[src/rtl/lsu_axi_bridge.sv]
// LSU-to-AXI4-Lite bridge: one outstanding read or write per LSU request pulse.
module lsu_axi_bridge #(
  parameter int unsigned ADDR_WIDTH = 32,
  parameter int unsigned DATA_WIDTH = 32,
  parameter int unsigned STRB_WIDTH = DATA_WIDTH / 8
) (
  input  logic                  clk,
  input  logic                  rst,
  // LSU request side
  input  logic                  req_r_en,
  input  logic                  req_w_en,
  input  logic [ADDR_WIDTH-1:0] req_addr,
  input  logic [DATA_WIDTH-1:0] req_wdata,
  input  logic [STRB_WIDTH-1:0] req_mask,
  output logic                  busy,
  output logic                  rsp_valid,
  output logic [DATA_WIDTH-1:0] rsp_rdata,
  output logic                  rsp_err,
  // AXI read address / data
  output logic [ADDR_WIDTH-1:0] araddr,
  output logic                  arvalid,
  input  logic                  arready,
  input  logic [DATA_WIDTH-1:0] rdata,
  input  logic [1:0]            rresp,
  input  logic                  rvalid,
  output logic                  rready,
  // AXI write address / data / response
  output logic [ADDR_WIDTH-1:0] awaddr,
  output logic                  awvalid,
  input  logic                  awready,
  output logic [DATA_WIDTH-1:0] wdata,
  output logic [STRB_WIDTH-1:0] wstrb,
  output logic                  wvalid,
  input  logic                  wready,
  input  logic [1:0]            bresp,
  input  logic                  bvalid,
  output logic                  bready
);

  typedef enum logic [2:0] {
    IDLE    = 3'd0,
    RD_ADDR = 3'd1,
    RD_DATA = 3'd2,
    WR_REQ  = 3'd3,
    WR_RESP = 3'd4
  } state_t;

  state_t                state, state_n;
  logic                  busy_n, rsp_valid_n, rsp_err_n;
  logic [DATA_WIDTH-1:0] rsp_rdata_n, wdata_n;
  logic [ADDR_WIDTH-1:0] araddr_n, awaddr_n;
  logic [STRB_WIDTH-1:0] wstrb_n;
  logic                  arvalid_n, rready_n, awvalid_n, wvalid_n, bready_n;

  // State register and registered outputs
  always_ff @(posedge clk) begin
    if (rst) begin
      state     <= IDLE;
      busy      <= 1'b0;
      rsp_valid <= 1'b0;
      rsp_rdata <= '0;
      rsp_err   <= 1'b0;
      araddr    <= '0;
      arvalid   <= 1'b0;
      rready    <= 1'b0;
      awaddr    <= '0;
      awvalid   <= 1'b0;
      wdata     <= '0;
      wstrb     <= '0;
      wvalid    <= 1'b0;
      bready    <= 1'b0;
    end else begin
      state     <= state_n;
      busy      <= busy_n;
      rsp_valid <= rsp_valid_n;
      rsp_rdata <= rsp_rdata_n;
      rsp_err   <= rsp_err_n;
      araddr    <= araddr_n;
      arvalid   <= arvalid_n;
      rready    <= rready_n;
      awaddr    <= awaddr_n;
      awvalid   <= awvalid_n;
      wdata     <= wdata_n;
      wstrb     <= wstrb_n;
      wvalid    <= wvalid_n;
      bready    <= bready_n;
    end
  end

  // Next-state and next-output logic; a write beats a simultaneous read
  always_comb begin
    state_n     = state;
    rsp_valid_n = 1'b0;
    rsp_rdata_n = rsp_rdata;
    rsp_err_n   = rsp_err;
    araddr_n    = araddr;
    arvalid_n   = arvalid;
    rready_n    = rready;
    awaddr_n    = awaddr;
    awvalid_n   = awvalid;
    wdata_n     = wdata;
    wstrb_n     = wstrb;
    wvalid_n    = wvalid;
    bready_n    = bready;

    case (state)
      IDLE: begin
        if (req_w_en) begin
          state_n   = WR_REQ;
          awaddr_n  = req_addr;
          wdata_n   = req_wdata;
          wstrb_n   = req_mask;
          awvalid_n = 1'b1;
          wvalid_n  = 1'b1;
        end else if (req_r_en) begin
          state_n   = RD_ADDR;
          araddr_n  = req_addr;
          arvalid_n = 1'b1;
        end
      end
      RD_ADDR: begin
        if (arready) begin
          state_n   = RD_DATA;
          arvalid_n = 1'b0;
          rready_n  = 1'b1;
        end
      end
      RD_DATA: begin
        if (rvalid) begin
          state_n     = IDLE;
          rready_n    = 1'b0;
          rsp_valid_n = 1'b1;
          rsp_rdata_n = rdata;
          rsp_err_n   = (rresp >= 2'd2);
        end
      end
      WR_REQ: begin
        // AW and W retire independently; move on once neither is pending
        if (awready) awvalid_n = 1'b0;
        if (wready)  wvalid_n  = 1'b0;
        if (!awvalid_n && !wvalid_n) begin
          state_n  = WR_RESP;
          bready_n = 1'b1;
        end
      end
      WR_RESP: begin
        if (bvalid) begin
          state_n     = IDLE;
          bready_n    = 1'b0;
          rsp_valid_n = 1'b1;
          rsp_err_n   = (bresp >= 2'd2);
        end
      end
      default: state_n = IDLE;
    endcase

    busy_n = (state_n != IDLE);
  end

endmodule
[config.mk]
export PLATFORM = sky130hd
export DESIGN_NAME = lsu_axi_bridge
export DESIGN_NICKNAME = d
export VERILOG_FILES = /design/src/rtl/lsu_axi_bridge.sv
export SDC_FILE = /design/constraint.sdc
export NUM_CORES = 1
export LEC_CHECK = 0
export ABC_CLOCK_PERIOD_IN_PS = 2400
export CORE_MARGIN = 1.5
export CORE_UTILIZATION = 45
export CTS_BUF_LIST = sky130_fd_sc_hd__clkbuf_8
export DETAILED_ROUTE_END_ITERATION = 10
export GPL_ROUTABILITY_DRIVEN = 0
export PLACE_DENSITY_LB_ADDON = 0.08
export SYNTH_ARGS = -nofsm -noshare
export SYNTH_HDL_FRONTEND = slang
export SYNTH_SLANG_ARGS = --single-unit
[constraint.sdc]
create_clock -name clk -period 2.4 [get_ports clk]
set_input_delay 0.6 -clock clk [delete_from_list [all_inputs] [get_ports clk]]
set_output_delay 0.6 -clock clk [all_outputs]
set_load 0.05 [all_outputs]
**Word-level counts from Yosys, hierarchy flattened**

Cells that the tools add are included.

- Register bits after elaboration: 143
- Input port bits: 113
- Output and inout port bits: 140
- Word-level logic and storage cells: 76

- $lt $le $gt $ge: 2
- Equality and inequality tests: 11
- Muxes and demuxes: 30
- Bitwise logic cells: 1
- Reductions and logical operators: 18

Operators by type and width:

| operator | count |
|---|---|
| $mux W3 | 6 |
| $mux W1 | 16 |
| $pmux W3 S5 | 1 |
| $ne A2 B2 Y1 const B | 7 |
| $pmux W1 S2 | 7 |
| $reduce_and A3 Y1 | 4 |
| $reduce_bool A2 Y1 | 5 |
| $eq A3 B2 Y1 const B | 2 |
| $reduce_and A2 Y1 | 3 |
| $ge A2 B2 Y1 const B | 2 |
| $reduce_and A4 Y1 | 1 |
| $eq A3 B1 Y1 const B | 1 |
| $eq A3 B3 Y1 const B | 1 |
| $logic_not A3 Y1 | 1 |
| $reduce_bool A3 Y1 | 1 |
| $logic_not A1 Y1 | 2 |
| $logic_and A1 B1 Y1 | 1 |
| $not A1 Y1 | 1 |

**Logic depth before layout (Yosys ltp)**

Gate-level depths: netlist of the first run.

- Depth after elaboration: 7
- Mapped depth: 6
- Mapped depth without buffers: 3

**Worst setup path before layout of the first run**

OpenSTA, ideal clock, no wires.

- Path kind: input to register
- Start point: input port req_w_en
- End point: register awaddr[10]
- Library setup time: 0.132 ns
- Arrival time: 1.459 ns
- Data required time: 2.268 ns
- Setup slack: 0.809 ns
- Stages on the path: 5
- Buffers on the path: 2
- Cells stage by stage: or4b_1 buf_6 clkbuf_8 nand2_1 a21oi_1

- Cells in the longest elaborated chain, start to end: 1

RTL lines:

| what | line | text |
|---|---|---|
| from (decl) | 11 | `input logic req_w_en,` |
| $reduce_and A2 Y1 (no line) | -- |  |
| to (signal assigned) | 81 | `awaddr <= awaddr_n;` |
| to (decl) | 28 | `output logic [ADDR_WIDTH-1:0] awaddr,` |

No other way between the ends.
A chain may end at the register's enable or synchronous reset.

**Worst setup path after layout of the first run**

- Start point: register bready
- End point: output port bready

RTL lines:

| what | line | text |
|---|---|---|
| from (decl) | 37 | `output logic bready` |
| from (signal assigned) | 86 | `bready <= bready_n;` |

No word-level cell between the ends.

==> flow_summary.ini, run 1 <==
[die]
die_area_um2 = 12400
fp-row-count = 39
die_h_um = 111
die_w_um = 111
io-pin-count = 253
initial_core_util_pct = 46.1
coreArea_um2 = 11400

[setup_path]
path_buf_inv = 1
path_cells = clkdlybuf4s50_1
crit_path_start = bready
cp_top_family = buffers and inverters
critical_path_arrival_ns = 1.63
max_stage_delay_ns = 0.85
worstSetupStartpointType = flip-flop
critPathRequiredTime_ns = 1.80
worst-path-max-fanout = 2
cp_slowest_cell = clkdlybuf4s50_1
r2r_start = state[0]
rrSetupSlack_ns = 0.35
cp-end-kind = output pin
worstSetupPathType = reg -> out

[timing]
min_period_over_period_pct = 92.8
fmax_mhz = 449
final.min_clock_period_ns = 2.23
fin_tns_setup_ns = 0
hold_viol = 0
maxSlewHeadroom_pct = 33.7
max_slew.worst_pin.slew_ns = 0.994
setup_violations = 0
rsz0062_at_grt = no
clock_skew_ns = 0.00653
slew_violations = 0

[drt]
antenna_left = 0
first_pass_iters = 5
first_iter_violations = 307
wirelength_um = 15700
routedWlPerCell_um = 15.4
vias_per_cell = 5.13
via_count = 5248
drc = 0

[placed_design]
place_area_um2 = 7790
dp_cells = 993
io_buffers = 250
hpwl_um = 10800

[synthesis]
synthTopCellsByArea = dfxtp_1 54%, nand2_1 14%, a21oi_1 13%
ys_types = 33
syn_area_per_cell_um2 = 8.18
synth.most_common_cell = nand2_1
synth_top_area_share_pct = 54.4
seq_area_frac_synth_pct = 54.4
ys_warn_count = 0
syn_inst = 643
synth_ff_type = dfxtp_1
syn_nets = 756
synth_async_sr_flop_share_pct = 0
yosysTopAreaCell = dfxtp_1
synth_seq_cells = 143
synth.top_cells.by_count = 201 x nand2_1, 143 x dfxtp_1, 135 x a21oi_1, 37 x o21ai_0, 32 x nand3_1
syn_area_um2 = 5260
synth_edf_count = 0

[grt]
gr-total-overflow = 0
grt_max_degree = 69
grt_pass1_vias = 5071
grt_usage_pct = 25.5
antenna_found_initial = 0
grt_pass1_wl_um = 25200

[power]
combPwrFrac_pct = 28.0
p_seq_share_pct = 41.8
clkPwrFrac_pct = 30.2
p_sw_mw = 2.10
design_power_total_mw = 6.38
sw_frac_of_total_pct = 33.0
p_int_mw = 4.27
ir_worst_vdd_mv = 0.531
p_leak_nw = 2.90
p_per_area_nw_per_um2 = 779

[clock_tree]
cts-root-buf = clkbuf_8
cts_buffer_depth = 2
cts_sinks = 143
numCtsBuffers = 17
clkLatencyLatePin_ns = 0.44
cts_tree = yes
clkSlewWorstSetupHoldPaths_ns = 0.08
cts.repair.resized = 0
cts_setup_buffers = 0
htreeDepth = 4
ctsHoldBuffers = 0

[final_layout]
num-nets-final = 982
multi_input_area_um2 = 2070
area.growth.synth_to_final_pct = 55.5
post-route-util_pct = 71.7
stdcell_area_um2 = 8190
n_fill_cell = 898
finalNonFillerCells = 1023
layout-drive-gt1-share_pct = 5.45
ff_latch_area_um2 = 2860
antenna_cells = 0

[status]
run_status = complete, no violations

[run]
drv_cap = 0

[hold_path]
hold_path_class = reg -> reg
worstHoldStart = rsp_rdata[30]
==> layer usage <==
metal | vias to the layer above | global-route usage, % | share of wire, %
li1 | 2579 | - | -
met1 | 2414 | 29.6 | 39
met2 | 214 | 41.1 | 50
met4 | 0 | 14.4 | 3.6
met3 | 41 | 8.53 | 7.8
met5 | - | 0 | 0
==> cell families after synthesis <==
logic type | share of synthesized area (%)
AOI/OAI and AO/OA | 17.5
and+or+nand+nor | 21.8
DFF | 54.4
buffers and inverters | 6.30
==> worst min-delay path, stage by stage, from the launching register on <==
cell and delay [ns]:
dfxtp_1 0.31, nand2_1 0.05, a21oi_1 0.05
==> registers in the layout, indices dropped and copies added (netlist names) <==
| name | count |
|---|---|
| rsp_err | 1 |
| rready | 1 |
| wvalid | 1 |
| bready | 1 |
| awaddr | 32 |
| rsp_valid | 1 |
| wstrb | 4 |
| busy | 1 |
| rsp_rdata | 32 |
| wdata | 32 |
| state | 3 |
| arvalid | 1 |
| awvalid | 1 |
| araddr | 32 |
==> power by group through the flow <==
stage	sequential (mW)	combinational (mW)	clock, mW
4_1_cts	2.67	1.79	1.98
2_1_floorplan	3.31	0.547	0
5_1_grt	2.68	1.88	2.08
3_5_place_dp	2.72	1.78	0
6_report	2.67	1.78	1.93
3_3_place_gp	2.71	1.76	0
==> cell type report <==
class | count | share of cell area (%)
clock buffer | 20 | 3.36
clock inverter | 10 | 1.48
inverter | 3 | 0.138
multi-input combinational | 442 | 25.3
sequential | 143 | 35.0
tap | 143 | 2.19
timing repair buffer | 262 | 32.6
==> final timing paths <==
| path | to | depth (start not counted) |
|---|---|---|
| setup / recovery | bready | 1 |
| hold reg to reg | rsp_rdata[30] | 2 |
| setup reg to reg | araddr[14] | 3 |
| hold / removal | rsp_rdata[30] | 2 |
==> cells in the final DEF (no fill, tap or decap), types with 2 or more instances in the layout <==
cell / n
clkinv_2: 4
inv_1: 6
buf_12: 6
nor2_1: 8
clkbuf_8: 20
o21ai_0: 37
nand2b_1: 3
a31oi_1: 2
bufinv_16: 3
a21oi_1: 135
nand3_1: 32
buf_4: 7
nor3_1: 3
nor2b_1: 4
dfxtp_1: 143
clkdlybuf4s50_1: 249
nor4b_1: 2
nand2_1: 201
==> per-stage QoR <==
stage	worst slack, ns	hold WS, ns
after floorplan	0.809	0.671
after global placement	0.134	0.442
after detailed placement	0.0972	0.445
after CTS	0.123	0.456
after global routing	0.100	0.469
final	0.173	0.454
Power figures use the tool's default switching activity.
==> inputs of run 2 (changes only) <==
Settings changed: ABC_AREA set to 0.
==> results of run 2 <==
No change in the layout: final DEF, timing and power equal those of run 1.
